<file path="src/rtl/disp_pkg.sv">
// Shared constants for the binary-to-7-segment display controller:
// FSM state encodings and active-low segment patterns (segment order gfedcba).
package disp_pkg;

    localparam logic [1:0] ST_IDLE  = 2'd0;
    localparam logic [1:0] ST_SHIFT = 2'd1;
    localparam logic [1:0] ST_SCAN  = 2'd2;
    localparam logic [1:0] ST_DONE  = 2'd3;

    localparam logic [6:0] SEG_BLANK = 7'b1111111;
    localparam logic [6:0] SEG_DASH  = 7'b0111111;

    localparam logic [6:0] SEG_0 = 7'b1000000;
    localparam logic [6:0] SEG_1 = 7'b1111001;
    localparam logic [6:0] SEG_2 = 7'b0100100;
    localparam logic [6:0] SEG_3 = 7'b0110000;
    localparam logic [6:0] SEG_4 = 7'b0011001;
    localparam logic [6:0] SEG_5 = 7'b0010010;
    localparam logic [6:0] SEG_6 = 7'b0000010;
    localparam logic [6:0] SEG_7 = 7'b1111000;
    localparam logic [6:0] SEG_8 = 7'b0000000;
    localparam logic [6:0] SEG_9 = 7'b0010000;

endpackage

</file>
<file path="src/rtl/bin_display_ctrl_if.sv">
// Request/status bundle between the switch/datapath side (master) and the
// display controller (slave).
interface bin_display_ctrl_if #(
    parameter int WIDTH  = 9,
    parameter int DIGITS = 3
);
    logic                  start;
    logic [WIDTH-1:0]      bin_in;
    logic                  busy;
    logic                  done;
    logic                  overflow;
    logic [7*DIGITS-1:0]   seg_out;

    modport master (
        output start, bin_in,
        input  busy, done, overflow, seg_out
    );

    modport slave (
        input  start, bin_in,
        output busy, done, overflow, seg_out
    );
endinterface

</file>
<file path="src/rtl/seg_decoder.sv">
// Combinational BCD digit to active-low 7-segment pattern; non-decimal
// nibbles produce a blank display.
module seg_decoder
    import disp_pkg::*;
(
    input  logic [3:0] bcd,
    output logic [6:0] seg
);

    always_comb begin
        case (bcd)
            4'd0:    seg = SEG_0;
            4'd1:    seg = SEG_1;
            4'd2:    seg = SEG_2;
            4'd3:    seg = SEG_3;
            4'd4:    seg = SEG_4;
            4'd5:    seg = SEG_5;
            4'd6:    seg = SEG_6;
            4'd7:    seg = SEG_7;
            4'd8:    seg = SEG_8;
            4'd9:    seg = SEG_9;
            default: seg = SEG_BLANK;
        endcase
    end

endmodule

</file>
<file path="src/rtl/bin_display_ctrl.sv">
// Iterative double-dabble binary-to-BCD converter feeding one time-shared
// 7-segment decoder. Optional macro: LEADING_ZERO_BLANK_EN.
module bin_display_ctrl
    import disp_pkg::*;
#(
    parameter int WIDTH  = 9,
    parameter int DIGITS = 3
) (
    input  logic               clk,
    input  logic               rst_n,
    bin_display_ctrl_if.slave  bus
);

    localparam int BW = 4 * DIGITS;
    localparam int CW = $clog2(WIDTH + 1);
    localparam int IW = (DIGITS > 1) ? $clog2(DIGITS) : 1;

    logic [1:0]          state;
    logic [WIDTH-1:0]    bin_sh;
    logic [BW-1:0]       bcd;
    logic [CW-1:0]       cnt;
    logic [IW-1:0]       idx;
    logic                ovf;
    logic [7*DIGITS-1:0] seg;

    logic [BW-1:0]       corr;
    logic [BW-1:0]       bcd_next;
    logic [WIDTH-1:0]    bin_next;
    logic                out_bit;
    logic [3:0]          cur_nib;
    logic [6:0]          dec_seg;
    logic [6:0]          slice_val;

    // Add-3 correction on every nibble, then shift {bcd, bin} left by one.
    always_comb begin
        corr = '0;
        for (int i = 0; i < DIGITS; i++) begin
            if (bcd[4*i +: 4] >= 4'd5)
                corr[4*i +: 4] = bcd[4*i +: 4] + 4'd3;
            else
                corr[4*i +: 4] = bcd[4*i +: 4];
        end
        bcd_next = {corr[BW-2:0], bin_sh[WIDTH-1]};
        bin_next = {bin_sh[WIDTH-2:0], 1'b0};
        out_bit  = corr[BW-1];
    end

`ifdef LEADING_ZERO_BLANK_EN
    logic [DIGITS-1:0] zero_from;
    logic              cur_lz;

    // zero_from[i] is set when digit i and every higher digit are zero.
    always_comb begin
        zero_from = '0;
        zero_from[DIGITS-1] = (bcd[BW-1 -: 4] == 4'd0);
        for (int i = DIGITS - 2; i >= 0; i--)
            zero_from[i] = zero_from[i+1] && (bcd[4*i +: 4] == 4'd0);
    end
`endif

    always_comb begin
        cur_nib = '0;
`ifdef LEADING_ZERO_BLANK_EN
        cur_lz  = 1'b0;
`endif
        for (int i = 0; i < DIGITS; i++) begin
            if (idx == IW'(i)) begin
                cur_nib = bcd[4*i +: 4];
`ifdef LEADING_ZERO_BLANK_EN
                cur_lz  = (i != 0) && zero_from[i];
`endif
            end
        end
    end

    seg_decoder u_dec (
        .bcd (cur_nib),
        .seg (dec_seg)
    );

    always_comb begin
        if (ovf)
            slice_val = SEG_DASH;
`ifdef LEADING_ZERO_BLANK_EN
        else if (cur_lz)
            slice_val = SEG_BLANK;
`endif
        else
            slice_val = dec_seg;
    end

    // SHIFT spends one extra cycle at cnt==0 before handing over to SCAN.
    always_ff @(posedge clk) begin
        if (!rst_n) begin
            state  <= ST_IDLE;
            bin_sh <= '0;
            bcd    <= '0;
            cnt    <= '0;
            idx    <= '0;
            ovf    <= 1'b0;
            seg    <= {DIGITS{SEG_BLANK}};
        end else begin
            case (state)
                ST_IDLE: begin
                    if (bus.start) begin
                        bin_sh <= bus.bin_in;
                        bcd    <= '0;
                        ovf    <= 1'b0;
                        cnt    <= CW'(WIDTH);
                        state  <= ST_SHIFT;
                    end
                end
                ST_SHIFT: begin
                    if (cnt == '0) begin
                        idx   <= '0;
                        state <= ST_SCAN;
                    end else begin
                        bcd    <= bcd_next;
                        bin_sh <= bin_next;
                        cnt    <= cnt - 1'b1;
                        if (out_bit)
                            ovf <= 1'b1;
                    end
                end
                ST_SCAN: begin
                    for (int i = 0; i < DIGITS; i++) begin
                        if (idx == IW'(i))
                            seg[7*i +: 7] <= slice_val;
                    end
                    if (idx == IW'(DIGITS - 1))
                        state <= ST_DONE;
                    else
                        idx <= idx + 1'b1;
                end
                default: begin
                    state <= ST_IDLE;
                end
            endcase
        end
    end

    assign bus.busy     = (state != ST_IDLE);
    assign bus.done     = (state == ST_DONE);
    assign bus.overflow = ovf;
    assign bus.seg_out  = seg;

endmodule

</file>
<file path="src/flat_wrapper.sv">
// flat-port wrapper written by rule: the top's interface ports become plain ports
module bin_display_ctrl_flat import disp_pkg::*;
#(
    parameter int WIDTH  = 9,
    parameter int DIGITS = 3
)
  (clk, rst_n, bus_start, bus_bin_in, bus_busy, bus_done, bus_overflow, bus_seg_out);
  bin_display_ctrl_if #(.WIDTH(WIDTH), .DIGITS(DIGITS)) bus_i ();
  input  logic clk;
  input  logic rst_n;
  input wire logic [$bits(bus_i.start)-1:0] bus_start;
  input wire logic [$bits(bus_i.bin_in)-1:0] bus_bin_in;
  output wire logic [$bits(bus_i.busy)-1:0] bus_busy;
  output wire logic [$bits(bus_i.done)-1:0] bus_done;
  output wire logic [$bits(bus_i.overflow)-1:0] bus_overflow;
  output wire logic [$bits(bus_i.seg_out)-1:0] bus_seg_out;
  assign bus_i.start = bus_start;
  assign bus_i.bin_in = bus_bin_in;
  assign bus_busy = bus_i.busy;
  assign bus_done = bus_i.done;
  assign bus_overflow = bus_i.overflow;
  assign bus_seg_out = bus_i.seg_out;
  bin_display_ctrl #(.WIDTH(WIDTH), .DIGITS(DIGITS)) u_core (.clk(clk), .rst_n(rst_n), .bus(bus_i));
endmodule
</file>
<file path="config.mk">
export PLATFORM = sky130hd
export DESIGN_NAME = bin_display_ctrl_flat
export DESIGN_NICKNAME = d
export VERILOG_FILES = /design/src/rtl/disp_pkg.sv /design/src/rtl/bin_display_ctrl_if.sv /design/src/rtl/seg_decoder.sv /design/src/rtl/bin_display_ctrl.sv /design/src/flat_wrapper.sv
export SDC_FILE = /design/constraint.sdc
export NUM_CORES = 1
export LEC_CHECK = 0
export ABC_AREA = 1
export BUFFER_PORTS_ARGS = -buffer_cell sky130_fd_sc_hd__buf_2
export CORE_MARGIN = 10
export CORE_UTILIZATION = 62
export DETAILED_ROUTE_END_ITERATION = 8
export GPL_TIMING_DRIVEN = 0
export PLACE_DENSITY_LB_ADDON = 0.1
export SLEW_MARGIN = 20
export SYNTH_ARGS = -nofsm -noshare
export SYNTH_HDL_FRONTEND = slang
export SYNTH_HIERARCHICAL = 1
export SYNTH_SLANG_ARGS = --single-unit
export TNS_END_PERCENT = 10
</file>
<file path="constraint.sdc">
create_clock -name clk -period 3.5 [get_ports clk]
set_input_delay 0.175 -clock clk [delete_from_list [all_inputs] [get_ports clk]]
set_output_delay 0.175 -clock clk [all_outputs]
set_load 0.01 [all_outputs]
</file>
==> summary.txt, run 1 <==
Timing
  • Final WS setup: 850.3 ps
  • Final Hold Viols: 0
  • Setup TNS: 0 ps
  • Tightest Pin Transition: 606.2 ps
  • Period utilization: 75.71%
  • RSZ-0062 raised after global routing: no
  • Final count of negative-setup-slack endpoints: 0
  • Min cycle time layout: 2650 ps
  • Fmax: 377.4 MHz
  • Slew HR: 59.59%
  • Clock skew: 11.29 ps
  • Slew Limit Fails: 0

Place
  • Buffers added on ports: 34
  • Gpl congestion: 0.9169
  • Pre-CTS WS: 858.0 ps
  • Detailed Place HPWL: 4801 µm

Critical path
  • R2R cell count: 14
  • WP data required: 3690 ps
  • Setup crit end kind: flip-flop
  • Critical path class: flip-flop to flip-flop
  • Setup crit start: u_core/idx[1]
  • Data arrival time of the worst path: 2840 ps
  • Crit-path max FO: 9
  • R2R setup slack: 850 ps
  • CP Launch Type: flip-flop
  • RR Startpoint: u_core/idx[1]

Logic synthesis
  • Top post-synthesis cells by count: 128 x nand2_1, 51 x dfxtp_1, 38 x inv_1, 38 x nand3_1, 29 x nor2_1
  • Most frequent cell after synthesis: nand2_1
  • Post-Syn Instances: 411
  • Ys flop type: dfxtp_1
  • Seq cells post-synth: 51
  • Top cells by area, synth: dfxtp_1 36%, nand2_1 17%, ha_1 9.3%
  • Sequential area share after synthesis: 35.99%
  • Syn Area/Cell: 6.901 µm²
  • Synth area leader: dfxtp_1
  • Post-synthesis cell type count: 30
  • Fraction of registers with async set/reset: 0%
  • Synth warnings: 6
  • Post-Syn Nets: 444
  • Synthesized cell area: 2836 µm²
  • Area share of the largest cell type after synthesis: 35.99%
  • EDFF count, synth: 0

Clocking
  • Hold-fix buffer count after cts: 0
  • TritonCTS Sinks: 51
  • Inserted Clock Buffers: 5
  • Post-CTS sizing: 0
  • H-tree depth: 2
  • CTS tree: yes
  • Clock-pin slew of the registers on the worst-case setup and hold paths: 110 ps
  • Post CTS Setup Buffer Count: 0
  • Root Buffer: clkbuf_8
  • Clk buf depth: 2
  • Worst-skew pair later-pin latency: 310 ps

Die
  • Core footprint: 4384 µm²
  • Initial core utilization: 64.70%
  • Die ar.: 7681 µm²
  • Row count: 24
  • Die W: 87.64 µm
  • # IOs: 36
  • Overall die height: 87.64 µm

Cells and area
  • NumNets Final: 485
  • P&R area growth vs syn: 11.65%
  • Layout cells sized above 1: 17.22%
  • Fill count: 391
  • Inserted Diodes: 0

Routing
  • DR vias: 2,714
  • Final wirelength: 6642 µm
  • Pre-antenna DRT Iters: 4
  • DRC: 0
  • Via density: 5.374
  • Wire per inst: 13.15 µm
  • Starting DRT DRC Count: 132
  • Antenna Nets Post-Route: 0

Status
  • Outcome: complete, no violations

Power
  • Pwr dens: 901.0 nW/µm²
  • Max IR drop VDD: 0.6981 mV
  • Pleak: 1.574 nW

Global route
  • Vias in the first global route: 2,470
  • Initial antenna violation count: 0
  • First-pass GRT wire length: 11,140 µm
  • Gr ovfl total: 0
  • Total global-route track usage: 17.23%
  • Largest net degree at the start of global routing: 19

Min path
  • Min-Delay Path Depth: 3
  • Hold Path Class: input pin to flip-flop
  • Hold_sp: bus_bin_in[0]

Job
  • Max-cap violations: 0
[power by group]
part           internal [mW]  switching (mW)  leakage (nW)
combinational          0.569            1.05          1.11
clock                  0.148           0.217        0.0491
sequential             0.745           0.119         0.418
total                   1.46            1.39          1.57
[per-stage QoR]
| stage | util [%] | instance area (µm²) | hold WS, ps | instances | total power [mW] |
|---|---|---|---|---|---|
| floorplan | - | 2836 | 335.1 | 411 | 2.074 |
| global placement | 70.06 | 3072 | 448.4 | 497 | 2.433 |
| detailed placement | 70.06 | 3072 | 446.7 | 497 | 2.473 |
| CTS | 72.23 | 3167 | 112.5 | 505 | 2.849 |
| global route | 72.23 | 3167 | 141.4 | 505 | 3.140 |
| finish | 72.23 | 3167 | 117.3 | 505 | 2.853 |
[registers in the layout, indices dropped and copies added (netlist names)]
register and flops:
u_core/bin_sh 9, u_core/idx 2, u_core/bus.seg_out 21, u_core/bcd 12, u_core/state 2, u_core/cnt 4, u_core/bus.overflow 1
[area by class of cell]
class                      instances  area, µm²  share of cell area [%]
buffer                            12      76.32                   2.410
clock buffer                       5      68.82                   2.173
clock inverter                     3      26.28                  0.8297
inverter                          44      167.7                   5.294
multi-input combinational        304       1572                   49.62
sequential                        51       1021                   32.24
tap                               52      65.06                   2.055
timing repair buffer              34      170.2                   5.373
[routing by layer]
metal | part of all wire, % | vias up | global-route usage, %
met3 | 5.6 | 6 | 3.900
met1 | 46 | 1247 | 21.31
met5 | 0 | - | 0
li1 | - | 1401 | -
met2 | 48 | 60 | 28.84
met4 | 0.81 | 0 | 5.652
[worst paths after layout]
path / endpoint
max reg2reg: u_core/bus.seg_out[10]
max: u_core/bus.seg_out[10]
min reg2reg: u_core/bin_sh[0]
min: u_core/bin_sh[0]
[cell families (layout without fill, tap and decap cells)]
family / count (synthesis) / in the layout / synth area share [%]
AOI/OAI and AO/OA: 58 / 58 / 11.73
buffers and inverters: 56 / 98 / 8.602
xor gates and xnor gates: 1 / 1 / 0.3088
DFF: 51 / 51 / 35.99
and+or+nand+nor: 224 / 224 / 34.10
adders and majority gates: 21 / 21 / 9.263
[worst max-delay path: stages, from the launching register on]
cell and delay (ps):
dfxtp_1 370, inv_1 80, ha_1 170, buf_2 170
nor3_1 210, a211oi_1 80, a21oi_1 350, inv_1 150
ha_1 300, nand2_1 60, nand3_1 110, nand2_1 40
or2_2 310, nand2_1 70, nand3_1 60
[cells in the final DEF, fill, tap and decap left out, types with 3 or more instances in the layout]
master    synthesis  final
inv_1            38     38
o21ai_0          19     19
a211oi_1          4      4
clkbuf_8          0      5
or2_2             6      6
buf_2             4     38
a21oi_2           5      5
nand4_1           3      3
a21oi_1          25     25
buf_6             3      3
nand3_1          38     38
nand2_2           7      7
dfxtp_1          51     51
ha_1             21     21
inv_2             4      4
clkbuf_1          3      3
nand2_1         128    128
o211ai_1          4      4
nor2_1           29     29
nor3_1            7      7
Note: power is estimated with default switching activity, not from simulation.
==> run 2, diff against run 1 <==
--- a/config.mk
+++ b/config.mk
@@ -8,7 +8,7 @@
 export ABC_AREA = 1
 export BUFFER_PORTS_ARGS = -buffer_cell sky130_fd_sc_hd__buf_2
 export CORE_MARGIN = 10
-export CORE_UTILIZATION = 62
+export CORE_UTILIZATION = 58
 export DETAILED_ROUTE_END_ITERATION = 8
 export GPL_TIMING_DRIVEN = 0
 export PLACE_DENSITY_LB_ADDON = 0.1
==> constraint.sdc (replaced) <==
create_clock -name clk -period 2.56 [get_ports clk]
set_input_delay 0.128 -clock clk [delete_from_list [all_inputs] [get_ports clk]]
set_output_delay 0.128 -clock clk [all_outputs]
set_load 0.01 [all_outputs]
==> summary.txt, run 2 (synthesized netlist as in run 1, its figures left out) <==
Critical path
  • Crit-path max FO: 9
  • Most used cell, CP: nand2_1
  • CP Launch Type: flip-flop
  • Cell Chain, Critical Path: inv_1 > ha_1 > buf_2 > nor3_1 > a211oi_1 > a21oi_2 > inv_1 > ha_1 > nand2_1 > nand3_1 > nand2_1 > or2_2 > nand2_1 > nand3_1
  • Crit-path leading delay family: simple AND/OR/NAND/NOR gates
  • Data arrival time of the worst path: 2610 ps
  • Critical path class: flip-flop to flip-flop
  • Crit path buf inv count: 3
  • Critical path's slowest cell: dfxtp_2
  • Slowest stage delay, CP: 350 ps
  • Setup crit end kind: flip-flop
  • WP data required: 2760 ps

Place
  • Placement Cell Area: 3090 µm²
  • Detailed Place HPWL: 4768 µm
  • Gpl congestion: 0.8529
  • Buffers added on ports: 34
  • Pre-CTS WS: -59.94 ps
  • DP Cell Count: 512

Timing
  • Period utilization: 94.25%
  • Fmax: 414.4 MHz
  • Min cycle time layout: 2413 ps
  • Clock skew: 12.79 ps
  • Slew HR: 60.25%
  • Tightest Pin Transition: 596.2 ps
  • Final count of negative-setup-slack endpoints: 0
  • Final Hold Viols: 0
  • Slew Limit Fails: 0
  • Final WS setup: 147.1 ps

Global route
  • Gr ovfl total: 0
  • Busiest layer in global routing: met2
  • Met2 usage: 26.09%
  • Initial antenna violation count: 0
  • GR Util met3: 3.907%
  • Largest net degree at the start of global routing: 19
  • Total global-route track usage: 15.98%
  • Vias in the first global route: 2,464
  • Met1 usage: 20.23%
  • First-pass GRT wire length: 11,170 µm

Cells and area
  • Fin util: 67.89%
  • NumNets Final: 486
  • Max FFs per register: 21
  • Commonest non-fill, non-tap cells in the layout: 128 x nand2_1, 50 x dfxtp_1, 38 x buf_2, 38 x inv_1, 38 x nand3_1
  • Post-route insts no fill: 521
  • Post-route cell area: 3207 µm²
  • Commonest non-fill, non-tap cell in the layout: nand2_1
  • Layout cells sized above 1: 18.28%
  • Inserted Diodes: 0
  • P&R area growth vs syn: 13.06%

Power
  • Power Internal: 2.020 mW
  • Pleak: 1.575 nW
  • Max IR drop VDD: 0.6729 mV
  • Switching fraction of total power: 48.29%
  • Sequential power share: 30.1%
  • Clock power frac: 12.6%
  • Part of the power in combinational logic: 57.3%
  • Switching power: 1.886 mW
  • Pwr dens: 1218 nW/µm²

Die
  • Overall die height: 89.93 µm
  • Initial core utilization: 60.05%
  • Die ar.: 8087 µm²
  • # IOs: 36
  • Row count: 25
  • Die W: 89.93 µm
  • Core footprint: 4723 µm²

Routing
  • Wire per inst: 12.49 µm
  • Pre-antenna DRT Iters: 4
  • DR vias: 2,668
  • Via density: 5.121
  • Antenna Nets Post-Route: 0
  • DRC: 0
  • Final wirelength: 6505 µm
  • Starting DRT DRC Count: 132

Clocking
  • Clk buf depth: 2
  • Inserted Clock Buffers: 5
  • Root Buffer: clkbuf_8
  • H-tree depth: 2
  • CTS tree: yes
  • Worst-skew pair later-pin latency: 320 ps
  • TritonCTS Sinks: 51
  • Clock-pin slew of the registers on the worst-case setup and hold paths: 100 ps

Min path
  • Hold Path Class: input pin to flip-flop

Job
  • Max-cap violations: 0

Status
  • Outcome: complete, no violations
-- run 2: cell types whose count changed in the layout (fill, tap and decap cells not counted), sizes merged --
cell	before	now
clkinvlp	0	1
buf	43	44
inv	45	44
-- run 2: layout make-up --
type                            instances  area, µm²
Tap cell                               67      83.83
Timing Repair Buffer                   35      177.7
Fill cell                             423       1516
Buffer                                 12      76.32
Inverter                               44      167.7
Clock inverter                          3      27.53
Clock buffer                            5      68.82
Multi-Input combinational cell        304       1583
Sequential cell                        51       1022
-- run 2: path summary, 6_finish.rpt --
kind                     from                    end  slack (ps)  depth (start not counted)
min reg2reg  u_core/bin_sh[0]       u_core/bin_sh[0]         470                          2
min             bus_bin_in[0]       u_core/bin_sh[0]          60                          3
max             u_core/idx[1]  u_core/bus.seg_out[3]         150                         14
max reg2reg     u_core/idx[1]  u_core/bus.seg_out[3]         150                         14
-- run 2: power groups by stage --
| stage | logic, mW | clock network [mW] | registers, mW |
|---|---|---|---|
| after global placement | 2.16 | 0 | 1.18 |
| after CTS | 2.22 | 0.509 | 1.17 |
| after global routing | 2.56 | 0.541 | 1.21 |
| after detailed placement | 2.20 | 0 | 1.19 |
| final | 2.24 | 0.491 | 1.18 |
| after floorplan | 1.64 | 0 | 1.20 |
-- run 2: metal layers --
metal / wire, µm / up-vias / part of all wire, %
met5: 0 / - / 0
met4: 95 / 0 / 1.5
met3: 318 / 8 / 4.9
met2: 3088 / 57 / 47
met1: 3002 / 1203 / 46
li1: - / 1400 / -
-- run 2: repair_timing --
item	4_1_cts	5_1_grt
cloned	0	0
hold buffers	0	0
endpoints found under the setup margin	4	18
resized for setup	1	3
buffers inserted	0	1
-- run 2: tightest hold or removal path: stages --
cell and delay (ps):
buf_2 90, nand3_1 60, a21oi_1 50
-- run 2: through the flow --
step	hold WS, ps	total power, mW	setup TNS (ps)
floorplan	288.1	2.835	0
global placement	399.1	3.346	-116.2
detailed placement	401.6	3.387	-180.8
CTS	56.30	3.904	0
global route	96.67	4.302	-56.05
finish	63.00	3.907	0
